--- config.mk ---
export PLATFORM = sky130hd
export DESIGN_NAME = wav_ca_sched
export DESIGN_NICKNAME = d
export VERILOG_FILES = /design/src/rtl/wav_ca_sched_pkg.sv /design/src/rtl/wav_rr_arb2.sv /design/src/rtl/wav_ca_sched.sv
export SDC_FILE = /design/constraint.sdc
export NUM_CORES = 1
export LEC_CHECK = 0
export BUFFER_PORTS_ARGS = -buffer_cell sky130_fd_sc_hd__buf_2
export CORE_MARGIN = 2
export CORE_UTILIZATION = 54
export DETAILED_ROUTE_END_ITERATION = 16
export PLACE_DENSITY = 0.8
export SKIP_CTS_REPAIR_TIMING = 1
export SKIP_LAST_GASP = 1
export SYNTH_ARGS = -nofsm -noshare
export SYNTH_HDL_FRONTEND = slang
export SYNTH_SLANG_ARGS = --single-unit
--- constraint.sdc ---
create_clock -name CK -period 2.2 [get_ports CK]
set_clock_uncertainty 0.1 [all_clocks]
set_input_delay 0.11 -clock CK [delete_from_list [all_inputs] [get_ports CK]]
set_output_delay 0.11 -clock CK [all_outputs]
set_load 0.03 [all_outputs]
--- src/rtl/wav_ca_sched_pkg.sv ---
// wav_ca_sched_pkg -- shared types and constants for the CA scheduler.
//   state_e : scheduler FSM states
//   CA_*    : command/address opcodes driven on CA during the command cycle
package wav_ca_sched_pkg;

    typedef enum logic [2:0] {
        ST_IDLE  = 3'd0,
        ST_ISSUE = 3'd1,
        ST_WAIT  = 3'd2,
        ST_BURST = 3'd3,
        ST_GAP   = 3'd4
    } state_e;

    localparam logic [5:0] CA_NOP = 6'd0;
    localparam logic [5:0] CA_RD  = 6'd2;
    localparam logic [5:0] CA_WR  = 6'd4;

endpackage

--- src/rtl/wav_rr_arb2.sv ---
// wav_rr_arb2 -- two-way round-robin arbiter.
//   CK, RESET_N : clock, async active-low reset
//   req[1:0]    : requests (bit 0 = read, bit 1 = write)
//   advance     : a grant was accepted this cycle; move the pointer
//   grant[1:0]  : one-hot grant (combinational from req and pointer)
// A lone request always wins; on a tie the side not granted last wins.
// The pointer resets to read priority.
module wav_rr_arb2 (
    input  logic       CK,
    input  logic       RESET_N,
    input  logic [1:0] req,
    input  logic       advance,
    output logic [1:0] grant
);

    logic pri_wr;  // 1: write wins a tie

    always_comb begin
        grant = 2'b00;
        if (req[0] && (!req[1] || !pri_wr))
            grant = 2'b01;
        else if (req[1])
            grant = 2'b10;
    end

    // After serving read, hand the tie to write, and vice versa.
    always_ff @(posedge CK or negedge RESET_N) begin
        if (!RESET_N)
            pri_wr <= 1'b0;
        else if (advance)
            pri_wr <= grant[0];
    end

endmodule

--- src/rtl/wav_ca_sched.sv ---
// wav_ca_sched -- command/address scheduler for one outstanding read or
// write: arbitrate, issue one CS/CA command cycle, wait the latency, open
// the data window, then hold a turnaround gap before the next command.
//   CK, RESET_N                : clock, async active-low reset
//   rd_req_valid/rd_req_ready  : read requester handshake
//   wr_req_valid/wr_req_ready  : write requester handshake
//   CS, CA[5:0]                : command bus (CA=0 whenever CS=0)
//   rd_data_en / wr_data_en    : read capture / write drive windows
//   busy                       : FSM outside IDLE
//   rd_cnt, wr_cnt [15:0]      : saturating accepted-request counters,
//                                present only with WAV_CA_SCHED_STATS_EN
module wav_ca_sched
    import wav_ca_sched_pkg::*;
#(
    parameter int RD_LAT    = 22,
    parameter int WR_LAT    = 12,
    parameter int BURST_CYC = 8,
    parameter int TURN_GAP  = 2
) (
    input  logic        CK,
    input  logic        RESET_N,
    input  logic        rd_req_valid,
    output logic        rd_req_ready,
    input  logic        wr_req_valid,
    output logic        wr_req_ready,
    output logic        CS,
    output logic [5:0]  CA,
    output logic        rd_data_en,
    output logic        wr_data_en,
    output logic        busy
`ifdef WAV_CA_SCHED_STATS_EN
    ,
    output logic [15:0] rd_cnt,
    output logic [15:0] wr_cnt
`endif
);

    localparam logic [7:0] RD_LAT8 = RD_LAT[7:0];
    localparam logic [7:0] WR_LAT8 = WR_LAT[7:0];
    localparam logic [7:0] BURST8  = BURST_CYC[7:0];
    localparam logic [7:0] GAP8    = TURN_GAP[7:0];

    state_e     state;
    logic [7:0] cnt;    // remaining cycles in WAIT/BURST/GAP, minus one
    logic       is_wr;  // current command is a write
    logic [7:0] lat;
    logic [1:0] grant;
    logic       idle;
    logic       hs;

    assign idle = (state == ST_IDLE);
    assign hs   = idle && (grant != 2'b00);
    assign lat  = is_wr ? WR_LAT8 : RD_LAT8;

    wav_rr_arb2 u_arb (
        .CK      (CK),
        .RESET_N (RESET_N),
        .req     ({wr_req_valid, rd_req_valid}),
        .advance (hs),
        .grant   (grant)
    );

    // Ready is gated by RESET_N so it drops the instant reset asserts.
    assign rd_req_ready = RESET_N && idle && grant[0];
    assign wr_req_ready = RESET_N && idle && grant[1];
    assign CS           = (state == ST_ISSUE);
    assign CA           = CS ? (is_wr ? CA_WR : CA_RD) : CA_NOP;
    assign rd_data_en   = (state == ST_BURST) && !is_wr;
    assign wr_data_en   = (state == ST_BURST) && is_wr;
    assign busy         = !idle;

    // The counter is loaded with (length - 1) on entry and the state exits
    // when it reads zero. WAIT is LAT-1 long, so it loads LAT-2; LAT=1
    // skips WAIT entirely and goes straight to BURST.
    always_ff @(posedge CK or negedge RESET_N) begin
        if (!RESET_N) begin
            state <= ST_IDLE;
            cnt   <= 8'd0;
            is_wr <= 1'b0;
        end else begin
            case (state)
                ST_IDLE: begin
                    if (hs) begin
                        state <= ST_ISSUE;
                        is_wr <= grant[1];
                    end
                end
                ST_ISSUE: begin
                    if (lat == 8'd1) begin
                        state <= ST_BURST;
                        cnt   <= BURST8 - 8'd1;
                    end else begin
                        state <= ST_WAIT;
                        cnt   <= lat - 8'd2;
                    end
                end
                ST_WAIT: begin
                    if (cnt == 8'd0) begin
                        state <= ST_BURST;
                        cnt   <= BURST8 - 8'd1;
                    end else begin
                        cnt <= cnt - 8'd1;
                    end
                end
                ST_BURST: begin
                    if (cnt == 8'd0) begin
                        if (GAP8 == 8'd0) begin
                            state <= ST_IDLE;
                        end else begin
                            state <= ST_GAP;
                            cnt   <= GAP8 - 8'd1;
                        end
                    end else begin
                        cnt <= cnt - 8'd1;
                    end
                end
                ST_GAP: begin
                    if (cnt == 8'd0)
                        state <= ST_IDLE;
                    else
                        cnt <= cnt - 8'd1;
                end
                default: state <= ST_IDLE;
            endcase
        end
    end

`ifdef WAV_CA_SCHED_STATS_EN
    always_ff @(posedge CK or negedge RESET_N) begin
        if (!RESET_N) begin
            rd_cnt <= 16'd0;
            wr_cnt <= 16'd0;
        end else if (hs) begin
            if (grant[0] && (rd_cnt != 16'hFFFF))
                rd_cnt <= rd_cnt + 16'd1;
            if (grant[1] && (wr_cnt != 16'hFFFF))
                wr_cnt <= wr_cnt + 16'd1;
        end
    end
`endif

endmodule

## Word-level counts from Yosys, hierarchy flattened

Cells that the tools add are included.

| storage, ports and cells | value |
|---|---|
| flip-flop bits (word level) | 13 |
| logic and storage cells | 51 |

| operators by class | value |
|---|---|
| equality and inequality tests | 10 |
| mux-type cells | 16 |
| add/sub/neg operators | 2 |
| reductions and logical operators | 19 |

Operators with widths:

| cell | number |
|---|---|
| 8-bit 2-to-1 mux | 4 |
| 8-bit case mux with 4 select lines | 1 |
| 3-bit 2-to-1 mux | 6 |
| 3-bit case mux with 5 select lines | 1 |
| 8-bit logical NOT | 1 |
| 8-bit by 1-bit subtractor with 8-bit output (second input constant) | 1 |
| 1-bit logical AND | 7 |
| 3-bit by 2-bit equality test with 1-bit output (second input constant) | 2 |
| 2-bit inequality test (second input constant) | 3 |
| 5-bit by 2-bit subtractor with 6-bit output (second input constant) | 1 |
| 5-bit by 1-bit equality test with 1-bit output (second input constant) | 1 |
| 5-bit 2-to-1 mux | 1 |
| 1-bit logical NOT | 4 |
| 2-bit 2-to-1 mux | 2 |
| 2-bit by 1-bit inequality test with 1-bit output (second input constant) | 2 |
| 2-bit AND reduction | 2 |
| 4-bit AND reduction | 1 |
| 4-bit nonzero test | 1 |
| 3-bit by 1-bit equality test with 1-bit output (second input constant) | 1 |
| 3-bit equality test (second input constant) | 1 |
| 3-bit logical NOT | 1 |
| 2-bit nonzero test | 1 |
| 1-bit logical OR | 1 |
| 1-bit 2-to-1 mux | 1 |

## Depth between registers and ports, before layout

Gate-level depths: netlist of run 1.

| logic depth | value |
|---|---|
| depth in word-level cells | 8 |
| mapped depth | 6 |

## Modules after synthesis

A second synthesis of run 1 with hierarchy kept.

| second synthesis, totals | value |
|---|---|
| cells, all modules | 118 |
| area, all modules | 969.7 um^2 |

Modules (own cells, without submodules):

| module | cells an instance | times used | seq. area each (um^2) | area each (um^2) |
|---|---|---|---|---|
| wav_ca_sched | 113 | 1 | 300.3 | 907.1 |
| wav_rr_arb2 | 5 | 1 | 25.0 | 62.6 |

## Worst setup path before layout of run 1

OpenSTA, ideal clock, no wires.

| timing | value |
|---|---|
| path kind | reg-to-output |
| from | reg state[0] |
| to | out rd_req_ready |
| path buffers | 1 |
| stages on the path, launching flop included | 6 |
| data required time | 1.990 ns |
| data arrival time | 1.736 ns |
| path slack | 0.254 ns |
| cells stage by stage | dfrtp_1 -> buf_2 -> nor3_1 -> inv_1 -> a211oi_1 -> and2_1 |

| between the ends | value |
|---|---|
| cells in the longest elaborated chain, start to end | 3 |

Ends and longest elaborated chain:

| item | line | source |
|---|---|---|
| from (decl) | wav_ca_sched.sv:43 | `state_e state;` |
| from (signal assigned) | wav_ca_sched.sv:77 | `state <= ST_IDLE;` |
| from (signal assigned) | wav_ca_sched.sv:84 | `state <= ST_ISSUE;` |
| from (signal assigned) | wav_ca_sched.sv:90 | `state <= ST_BURST;` |
| 3-bit logical NOT | wav_ca_sched.sv:51 | `assign idle = (state == ST_IDLE);` |
| 1-bit logical AND (2 in series) | wav_ca_sched.sv:64 | `assign rd_req_ready = RESET_N && idle && grant[0];` |
| to (decl) | wav_ca_sched.sv:23 | `output logic rd_req_ready,` |

No other way between the ends.

## Final worst setup path of run 1

| timing | value |
|---|---|
| from | reg cnt[0] |
| to | reg cnt[3] |

| between the ends | value |
|---|---|
| cells in the longest elaborated chain, start to end | 3 |
| elaborated cells between the ends (all ways) | 8 |
| classes of those cells | add/sub (1); eq/ne (1); mux (4); reduce/logical (2) |

Ends and longest elaborated chain:

| item | line | source |
|---|---|---|
| from (decl) | wav_ca_sched.sv:44 | `logic [7:0] cnt;` |
| from (signal assigned) | wav_ca_sched.sv:91 | `cnt <= BURST8 - 8'd1;` |
| from (signal assigned) | wav_ca_sched.sv:94 | `cnt <= lat - 8'd2;` |
| from (signal assigned) | wav_ca_sched.sv:100 | `cnt <= BURST8 - 8'd1;` |
| 8-bit by 1-bit subtractor with 8-bit output or 8-bit logical NOT (tied branches) | - |  |
| 8-bit 2-to-1 mux, or another cell as far along | wav_ca_sched.sv:118 | `if (cnt == 8'd0)` |
| 8-bit case mux with 4 select lines or 2-bit AND reduction (tied branches) | - |  |

Several ways; a longest one is shown, not always the timed one. The select of a mux whose other input is x is not followed.
A chain may end at the register's enable or synchronous reset.

==> parameters.txt, run 1 <==
Parameter                              Value

Pwr
  LEAKAGE ... 0.4811 nW
  Worst ir drop on vdd ... just over 700 uV
  Power density of the placed cells ... 1494 nW/um^2

Cells and area
  Fraction of final layout cells sized beyond drive strength 1 ... about a fifth
  Footprint of the flip-flops and latches ... between 300 and 400 sq um
  Most frequent standard cell in the layout excluding fill and tap cells ... dfrtp_1
  Fill cell total of the finished layout ... around 140
  Diodes inserted ... 0
  Post-layout nets ... between 100 and 150
  Most frequent cells in the layout ... dfrtp_1, nor2_1, buf_2, inv_1, a21oi_1
  Layout overhead on the synthesized area ... 15.81%
  Area occupied by multi-input gates ... between 500 and 600 sq um

Global routing
  Wire length of the first global-routing pass ... roughly 3.9 mm
  Maximum number of pins on one net before global-route repair ... 16
  Initial antenna violation count ... 0
  Vias in the first global route ... between 800 and 900
  Grt total ovfl ... 0
  GRT Util Overall ... 25.91%

Floorplan
  I/O pin cnt ... 16
  Core Footprint ... ~1600 sq um
  Initial Util ... 59.39%
  Die height ... 45.41 um
  Floorplan die area ... 2062 sq um
  Die span in x ... ~45 um
  Core Rows ... 14

Routing
  Post-DRT Antenna Nets ... 0
  Post-detailed-routing wire length ... roughly 2.3 mm
  Detailed-route via count ... roughly 920
  Mean routed wirelength per cell ... around 16 um
  Number of vias per cell ... between 6 and 7
  Drt first-iter violations ... 31
  DR pass1 iterations ... 4
  Number of remaining DRC errors ... 0

Worst setup path
  Data arrival time of the worst path ... around 2100 ps
  Endpoint required time on the critical path ... around 2300 ps
  Startpoint class of the critical path ... register
  Path type of the worst setup path ... register to register
  Kind of end point of the critical path ... register
  Critical Path Fanout Max ... 7

Clock tree
  Number of clock sinks ... 13
  Htree depth ... 1
  Number of buffers created by CTS ... 3
  Insertion delay of the later-clocked pin in the worst-skew pair ... approximately 280 ps
  Root buf cell ... clkbuf_4
  Clock Path Buffers ... 2
  Clock slew seen by the registers of the worst setup and hold paths ... ~90 ps
  TritonCTS clock tree ... built

STA
  Max Freq ... 483.1 MHz
  Crit share post-route ... 94.10%
  Worst slew margin ... 61.96%
  Total Neg Setup Slack ... 0 ps
  Final max-slew violation count ... 0
  Tightest Pin Transition ... 566.3 ps
  Post-route minimum period ... a little over 2000 ps
  Number of failing hold endpoints at the final stage ... 0
  Unrepaired setup endpoints after global routing ... false
  Setup violation total in the final timing report ... 0
  Worst-case hold slack ... approximately 40 ps

Logic synthesis
  Synthesized area per cell ... between 8 and 9 sq um
  Area contributors post-synth ... dfrtp_1, nor2_1, a21oi_1
  Flip-flop and latch count after synthesis ... 13
  Yosys top cell area share ... between 30% and 40%
  Portion of the post-synthesis area used by sequential elements ... between 30% and 40%
  Library cells used by synthesis ... 39
  Synth area leader ... dfrtp_1
  Ys Warns ... 0
  Cells after synthesis ... ~110
  Post-Syn Area ... about 930 sq um

Status
  Run status ... finished clean

Place
  Quantity of I/O buffers inserted on ports ... 11
  Detailed placement HPWL ... 1.684 mm
  Global placer's final weighted congestion ... between 1 and 1.5

Flow run
  Number of max-capacitance violations reported ... 0

Worst hold path
  Tightest Hold Check Type ... primary input to register
[Yosys cell counts, drive strengths merged]
master	number
o21ai	7
o221a	1
or4b	1
a211oi	2
nor4b	1
nor2	11
a31oi	2
conb	1
mux2i	2
o311ai	1
a41oi	2
nand3	3
and2	1
nand2	3
o221ai	1
a22oi	3
a21oi	8
or3	2
buf	6
o32a	1
a32oi	1
o21bai	3
o31ai	1
dfrtp	13
o2111a	1
nor4	2
inv	9
o2bb2ai	2
clkbuf	1
or3b	1
nor3	5
ha	1
nand2b	4
a2bb2oi	2
nor3b	2
[cell families (layout without fill, tap and decap cells)]
family	Yosys count	count (layout)	share of synthesized area (%)
compound gates	38	38	30.54
fa+ha+maj	1	1	1.351
buf+inv	16	33	8.378
flops	13	13	35.13
mux	2	2	2.162
other cells	1	4	0.4050
simple gates	36	36	22.03
[flip-flops by register name, summed over array words and instances (netlist names)]
register / flops
is_wr: 1
cnt: 8
state: 3
u_arb.pri_wr: 1
[path summary, 6_finish.rpt]
| kind | from | end | slack, ps | cells after the start |
|---|---|---|---|---|
| setup reg to reg | cnt[0] | cnt[3] | 130 | 6 |
| hold reg to reg | cnt[0] | cnt[0] | 400 | 1 |
| setup / recovery | cnt[0] | cnt[3] | 130 | 6 |
| hold / removal | rd_req_valid | u_arb.pri_wr | 40 | 3 |
| max in group asynchronous | RESET_N | cnt[1] | 1620 | 2 |
| min in group asynchronous | RESET_N | state[1] | 140 | 2 |
[final cells by class]
type / instances / share of cell area (%)
inverter: 9 / 3.151
sequential: 13 / 30.34
multi-input combinational: 81 / 50.29
tap: 16 / 1.867
clock buffer: 4 / 2.450
timing repair buffer: 20 / 11.90
[worst max-delay path, cell delays in order, from the launching register on]
cell     delay, ps
dfrtp_1        410
inv_1           70
ha_1           210
or4b_4         530
o21ai_4        270
nand2_2        110
o221a_1        270
[where the power goes]
part / leakage, nW / internal, W / switching, W / total (W)
Clock: 0.0150 / 0.0000703 / 0.0000845 / 0.000155
Combinational: 0.309 / 0.000382 / 0.000561 / 0.000944
Sequential: 0.157 / 0.000349 / 0.000154 / 0.000504
Total: 0.481 / 0.000802 / 0.000800 / 0.00160
[stage by stage]
| stage | utilization (%) | instances | setup WS [ps] | instance area (sq um) | power (W) |
|---|---|---|---|---|---|
| final | 68.78 | 143 | 129.9 | 1072 | 0.001602 |
| after global routing | 68.78 | 143 | 34.40 | 1072 | 0.001731 |
| after CTS | 67.18 | 141 | 114.1 | 1047 | 0.001578 |
| after detailed placement | 65.49 | 137 | 170.0 | 1021 | 0.001422 |
| after global placement | 65.49 | 137 | 239.0 | 1021 | 0.001393 |
| after floorplan | - | 110 | 253.8 | 937.1 | 0.001156 |
[per-layer routing]
| metal | GRT usage [%] | up-vias | share of wire, % |
|---|---|---|---|
| met4 | 13.53 | 0 | 3.2 |
| met5 | 0 | - | 0 |
| met3 | 5.952 | 12 | 6.9 |
| met1 | 34.25 | 423 | 44 |
| li1 | - | 435 | - |
| met2 | 39.15 | 52 | 46 |
Note: power is estimated with default switching activity, not from simulation.
==> run 2: changes to the inputs <==
--- a/config.mk
+++ b/config.mk
@@ -10,6 +10,7 @@
 export CORE_UTILIZATION = 54
 export DETAILED_ROUTE_END_ITERATION = 16
 export PLACE_DENSITY = 0.8
+export RECOVER_POWER = 50
 export SKIP_CTS_REPAIR_TIMING = 1
 export SKIP_LAST_GASP = 1
 export SYNTH_ARGS = -nofsm -noshare
==> run 2 against run 1 <==
Setup slack is essentially flat. Final cell count is the same. Global-route usage is the same. Combinational power shrank 1%. Critical path type unchanged. Sequential power is essentially flat. Sequential share of layout area grew 0.29 points.
==> parameters.txt, run 2 (synthesis gave the netlist of run 1 again) <==
Parameter                              Value

Pwr
  LEAKAGE ... 0.4660 nW (was 0.4811 nW)
  Clock power frac ... 9.7% (about the same)
  Worst ir drop on vdd ... 697.3 uV (was 725.3 uV)
  Internal power ... 0.0007888 W (was 0.0008022 W)
  Combinational fraction of design power ... 58.6% (was 58.9%)
  Sequential Power Share ... 31.8% (was 31.4%)
  NetSw ... 0.0008004 W (was 0.0008002 W)
  Power density of the placed cells ... 1496 nW/um^2 (was 1494 nW/um^2)
  Net switching share of the total power ... 50.36% (was 49.94%)

Clock tree
  TritonCTS clock tree ... built (unchanged)
  Clock slew seen by the registers of the worst setup and hold paths ... 90 ps (about the same)
  Number of clock sinks ... 13 (unchanged)
  Insertion delay of the later-clocked pin in the worst-skew pair ... 280 ps (about the same)
  Root buf cell ... clkbuf_4 (unchanged)
  Number of buffers created by CTS ... 3 (unchanged)
  Htree depth ... 1 (unchanged)
  Clock Path Buffers ... 2 (unchanged)

Cells and area
  Most frequent cells in the layout ... dfrtp_1, nor2_1, inv_1, buf_2, a21oi_1 (was dfrtp_1, nor2_1, buf_2, inv_1, a21oi_1)
  Layout overhead on the synthesized area ... 14.73% (was 15.81%)
  Diodes inserted ... 0 (unchanged)
  Register with the highest flop count ... cnt (unchanged)
  Fraction of final layout cells sized beyond drive strength 1 ... 18.11% (was 21.26%)
  Registers with the highest flip-flop counts ... cnt x8, state x3 (unchanged)
  Number of flip-flops under the largest register name ... 8 (unchanged)
  Post-route cell area ... 1062 sq um (was 1072 sq um)
  Most frequent standard cell in the layout excluding fill and tap cells ... dfrtp_1 (unchanged)
  Post-layout nets ... 133 (unchanged)

Routing
  Post-detailed-routing wire length ... 2.250 mm (was 2.254 mm)
  Detailed-route via count ... 927 (was 922)
  Drt first-iter violations ... 33 (was 31)
  Mean routed wirelength per cell ... 15.73 um (was 15.76 um)
  Number of vias per cell ... 6.483 (was 6.448)
  DR pass1 iterations ... 4 (unchanged)
  Post-DRT Antenna Nets ... 0 (unchanged)
  Number of remaining DRC errors ... 0 (unchanged)

STA
  Post-route minimum period ... 2070 ps (about the same)
  Final max-slew violation count ... 0 (unchanged)
  Number of failing hold endpoints at the final stage ... 0 (unchanged)
  Worst slew margin ... 49.42% (was 61.96%)
  Setup violation total in the final timing report ... 0 (unchanged)
  Worst Slack Setup Final ... 129.5 ps (was 129.9 ps)
  Unrepaired setup endpoints after global routing ... false (unchanged)
  Crit share post-route ... 94.11% (was 94.10%)
  Max Freq ... 483.0 MHz (was 483.1 MHz)
  Tightest Pin Transition ... 758.7 ps (was 566.3 ps)
  Total Neg Setup Slack ... 0 ps (unchanged)

Worst setup path
  Number of cells traversed by the worst register-to-register path ... 6 (unchanged)
  Worst path max stage delay ... 530 ps (about the same)
  Kind of end point of the critical path ... register (unchanged)
  Destination of the worst register-to-register timing path ... cnt[3] (unchanged)
  CP Cell Sequence ... inv_1 -> ha_1 -> or4b_4 -> o21ai_4 -> nand2_2 -> o221a_1 (unchanged)
  Slowest CP cell ... or4b_4 (unchanged)
  Critical register-to-register path startpoint ... cnt[0] (unchanged)
  Critical Path Fanout Max ... 7 (unchanged)
  Critical path's top delay family ... simple AND/OR/NAND/NOR gates (unchanged)
  Path type of the worst setup path ... register to register (unchanged)
  Endpoint required time on the critical path ... 2270 ps (about the same)
  Data arrival time of the worst path ... 2140 ps (about the same)
  Worst reg-to-reg setup slack ... 130 ps (about the same)
  Startpoint class of the critical path ... register (unchanged)
  Count of buffering cells on the critical path with inverters included ... 1 (unchanged)

Worst hold path
  Hold depth ... 3 (unchanged)
  Worst Hold Path EP ... u_arb.pri_wr (unchanged)
  Origin of the worst min-delay path ... rd_req_valid (unchanged)
  Tightest Hold Check Type ... primary input to register (unchanged)

Global routing
  Wire length of the first global-routing pass ... 3.877 mm (unchanged)
  GRT Util Overall ... 25.91% (unchanged)
  Initial antenna violation count ... 0 (unchanged)
  Vias in the first global route ... 874 (unchanged)
  Grt total ovfl ... 0 (unchanged)
  Maximum number of pins on one net before global-route repair ... 16 (unchanged)

Place
  Pre-CTS WS ... 170.0 ps (unchanged)
  Global placer's final weighted congestion ... 1.028 (unchanged)
  Detailed placement HPWL ... 1.684 mm (unchanged)
  Quantity of I/O buffers inserted on ports ... 11 (unchanged)
  Placed instance area ... 1021 sq um (unchanged)

Floorplan
  Die span in x ... 45.41 um (unchanged)
  Die height ... 45.41 um (unchanged)
  Core Footprint ... 1559 sq um (unchanged)
  Floorplan die area ... 2062 sq um (unchanged)
  Initial Util ... 59.39% (unchanged)
  Core Rows ... 14 (unchanged)
  I/O pin cnt ... 16 (unchanged)

Status
  Run status ... finished clean (unchanged)

Flow run
  Number of max-capacitance violations reported ... 0 (unchanged)
[run 2: cell count changes in the layout (fill, tap and decap cells not counted)]
cell | previous run | this run
clkbuf_1 | 1 | 5
buf_2 | 11 | 9
buf_4 | 7 | 5
[run 2: per-stage QoR]
step	total power (W)	cells	hold WS [ps]	util (%)
after floorplan	0.001156	110	-285.6	-
after global placement	0.001393	137	-76.25	65.49
after detailed placement	0.001422	137	-73.72	65.49
after CTS	0.001578	141	-376.5	67.18
after global routing	0.001718	143	52.72	68.14
final	0.001589	143	42.26	68.14
[run 2: tightest hold or removal path, cell delays in order]
cell,delay (ps)
buf_2,120
a21oi_1,110
a31oi_1,50
[run 2: power by group through the flow]
stage / registers (W) / clock network [W] / logic, W
finish: 0.000505 / 0.000153 / 0.000931
global route: 0.000527 / 0.000169 / 0.00102
CTS: 0.000495 / 0.000154 / 0.000929
detailed placement: 0.000500 / 0 / 0.000921
global placement: 0.000488 / 0 / 0.000905
floorplan: 0.000451 / 0 / 0.000705
[run 2: how the worst max path moves through the flow]
stage | startpoint | depth (start not counted) | endpoint
final | cnt[0] | 6 | cnt[3]
after global routing | cnt[0] | 6 | cnt[3]
after CTS | state[1] | 6 | rd_req_ready
after detailed placement | cnt[0] | 6 | cnt[3]
after global placement | cnt[0] | 6 | cnt[3]
after floorplan | state[0] | 5 | rd_req_ready
[run 2: layer usage]
| layer | up-vias | wire length [um] | global-route usage [%] |
|---|---|---|---|
| met5 | - | 0 | 0 |
| met4 | 0 | 85 | 13.53 |
| met3 | 14 | 167 | 5.952 |
| met2 | 58 | 1019 | 39.15 |
| met1 | 420 | 978 | 34.25 |
| li1 | 435 | - | - |
[run 2: final cells by class]
type,instances,area (sq um)
clock buffer,4,26.28
fill,138,496.7
inverter,9,33.78
multi-input combinational,81,539.3
sequential,13,325.3
tap,16,20.02
timing repair buffer,20,117.6
==> run 3: changes to the inputs <==
--- a/config.mk
+++ b/config.mk
@@ -10,9 +10,10 @@
 export CORE_UTILIZATION = 54
 export DETAILED_ROUTE_END_ITERATION = 16
 export PLACE_DENSITY = 0.8
-export RECOVER_POWER = 50
+export RECOVER_POWER = 100
 export SKIP_CTS_REPAIR_TIMING = 1
 export SKIP_LAST_GASP = 1
+export SLEW_MARGIN = 20
 export SYNTH_ARGS = -nofsm -noshare
 export SYNTH_HDL_FRONTEND = slang
 export SYNTH_SLANG_ARGS = --single-unit
==> run 3 against run 2 <==
Utilization down 0.32 points. First-iteration DRC count is 9.1% higher. Non-clock buffer count did not move. Worst hold slack about the same. Die area stayed put. Via count up 0.11%.
==> parameters.txt, run 3 (synthesis gave the netlist of run 1 again) <==
Parameter                              Value

STA
  Number of failing hold endpoints at the final stage ... 0 (unchanged)
  Total Neg Setup Slack ... 0 ps (unchanged)
  Max Freq ... 482.2 MHz (was 483.0 MHz)
  Post-route minimum period ... 2074 ps (was 2070 ps)
  Tightest Pin Transition ... 760.6 ps (was 758.7 ps)
  Crit share post-route ... 94.26% (was 94.11%)
  Unrepaired setup endpoints after global routing ... false (unchanged)
  Worst slew margin ... 49.30% (was 49.42%)
  Setup violation total in the final timing report ... 0 (unchanged)
  Final max-slew violation count ... 0 (unchanged)

Clock tree
  Number of buffers created by CTS ... 3 (unchanged)
  Clock Path Buffers ... 2 (unchanged)
  Clock slew seen by the registers of the worst setup and hold paths ... 80 ps (was 90 ps)
  Root buf cell ... clkbuf_4 (unchanged)
  TritonCTS clock tree ... built (unchanged)
  Insertion delay of the later-clocked pin in the worst-skew pair ... 280 ps (about the same)
  Htree depth ... 1 (unchanged)
  Number of clock sinks ... 13 (unchanged)

Floorplan
  I/O pin cnt ... 16 (unchanged)
  Die span in x ... 45.41 um (unchanged)
  Floorplan die area ... 2062 sq um (unchanged)
  Initial Util ... 59.39% (unchanged)
  Core Rows ... 14 (unchanged)
  Die height ... 45.41 um (unchanged)
  Core Footprint ... 1559 sq um (unchanged)

Worst setup path
  Kind of end point of the critical path ... register (unchanged)
  Path type of the worst setup path ... register to register (unchanged)
  Endpoint required time on the critical path ... 2270 ps (about the same)
  CP Cell Sequence ... inv_1 -> ha_1 -> or4b_4 -> o21ai_4 -> nand2_2 -> o221a_1 (unchanged)
  Critical Path Fanout Max ... 7 (unchanged)
  Worst path max stage delay ... 530 ps (about the same)
  Data arrival time of the worst path ... 2140 ps (about the same)
  Worst reg-to-reg setup slack ... 130 ps (about the same)
  Slowest CP cell ... or4b_4 (unchanged)
  Startpoint class of the critical path ... register (unchanged)

Routing
  DR pass1 iterations ... 4 (unchanged)
  Detailed-route via count ... 928 (was 927)
  Number of vias per cell ... 6.490 (was 6.483)
  Mean routed wirelength per cell ... 15.70 um (was 15.73 um)
  Drt first-iter violations ... 36 (was 33)
  Post-detailed-routing wire length ... 2.245 mm (was 2.250 mm)
  Post-DRT Antenna Nets ... 0 (unchanged)
  Number of remaining DRC errors ... 0 (unchanged)

Cells and area
  Fraction of final layout cells sized beyond drive strength 1 ... 14.96% (was 18.11%)
  Post-layout nets ... 133 (unchanged)
  Most frequent standard cell in the layout excluding fill and tap cells ... dfrtp_1 (unchanged)
  Utilization after layout ... 67.82% (was 68.14%)
  Register with the highest flop count ... cnt (unchanged)
  Registers with the highest flip-flop counts ... cnt x8, state x3 (unchanged)
  Most frequent cells in the layout ... dfrtp_1, nor2_1, inv_1, clkbuf_1, a21oi_1 (was dfrtp_1, nor2_1, inv_1, buf_2, a21oi_1)
  Number of flip-flops under the largest register name ... 8 (unchanged)
  Diodes inserted ... 0 (unchanged)
  Layout overhead on the synthesized area ... 14.19% (was 14.73%)

Worst hold path
  Tightest Hold Check Type ... primary input to register (unchanged)

Place
  Quantity of I/O buffers inserted on ports ... 11 (unchanged)
  Global placer's final weighted congestion ... 1.028 (unchanged)
  Detailed placement HPWL ... 1.684 mm (unchanged)

Pwr
  Power density of the placed cells ... 1498 nW/um^2 (was 1496 nW/um^2)
  LEAKAGE ... 0.4500 nW (was 0.4660 nW)
  Worst ir drop on vdd ... 690.5 uV (was 697.3 uV)

Global routing
  Initial antenna violation count ... 0 (unchanged)
  Wire length of the first global-routing pass ... 3.877 mm (unchanged)
  GRT Util Overall ... 25.91% (unchanged)
  Grt total ovfl ... 0 (unchanged)
  Vias in the first global route ... 874 (unchanged)
  Maximum number of pins on one net before global-route repair ... 16 (unchanged)

Flow run
  Number of max-capacitance violations reported ... 0 (unchanged)

Status
  Run status ... finished clean (unchanged)
run 3: cell types whose count changed in the layout (fill, tap and decap cells not counted):
cell | before | now
clkbuf_2 | 0 | 3
buf_2 | 9 | 2
clkbuf_1 | 5 | 9
run 3: through the flow:
stage / setup slack (ps) / power [W] / cell area, sq um / hold slack, ps / std cells
after floorplan: 253.8 / 0.001156 / 937.1 / -285.6 / 110
after global placement: 239.0 / 0.001393 / 1021 / -76.25 / 137
after detailed placement: 170.0 / 0.001422 / 1021 / -73.72 / 137
after CTS: 114.1 / 0.001578 / 1047 / -376.5 / 141
after global routing: 34.44 / 0.001713 / 1057 / 52.72 / 143
final: 126.2 / 0.001584 / 1057 / 42.43 / 143
run 3: path summary, 6_finish.rpt:
check / endpoint / cells past startpoint / start
min in group asynchronous: state[1] / 2 / RESET_N
max in group asynchronous: cnt[1] / 2 / RESET_N
worst min-delay path: u_arb.pri_wr / 3 / rd_req_valid
worst min register to register: cnt[0] / 1 / cnt[0]
worst max-delay path: cnt[3] / 6 / cnt[0]
worst max register to register: cnt[3] / 6 / cnt[0]
run 3: per-layer routing:
metal,track usage [%],part of all wire [%],vias up
li1,-,-,437
met1,34.25,43,424
met2,39.15,46,55
met3,5.952,7.3,12
met4,13.53,3.5,0
met5,0,0,-
run 3: critical path, delay by kind of cell, from the launching register on:
kind,cells,cell delay [ps]
AOI/OAI and AO/OA,2,540
adders and majority gates,1,210
buffers and inverters,1,70
DFF,1,410
and+or+nand+nor,2,640
run 3: power breakdown:
part           internal, W  switching [W]  total [W]  leakage (nW)
sequential        0.000349       0.000156   0.000505         0.157
combinational     0.000363       0.000563   0.000926         0.278
clock            0.0000703      0.0000826   0.000153        0.0150
run 3: cell type report:
cell class              instances  area (sq um)
multi-input cells              81         539.3
flip-flops and latches         13         325.3
inverters                       9         33.78
repair buffers                 20         112.6
fillers                       141         501.7
well taps                      16         20.02
clock buffers                   4         26.28
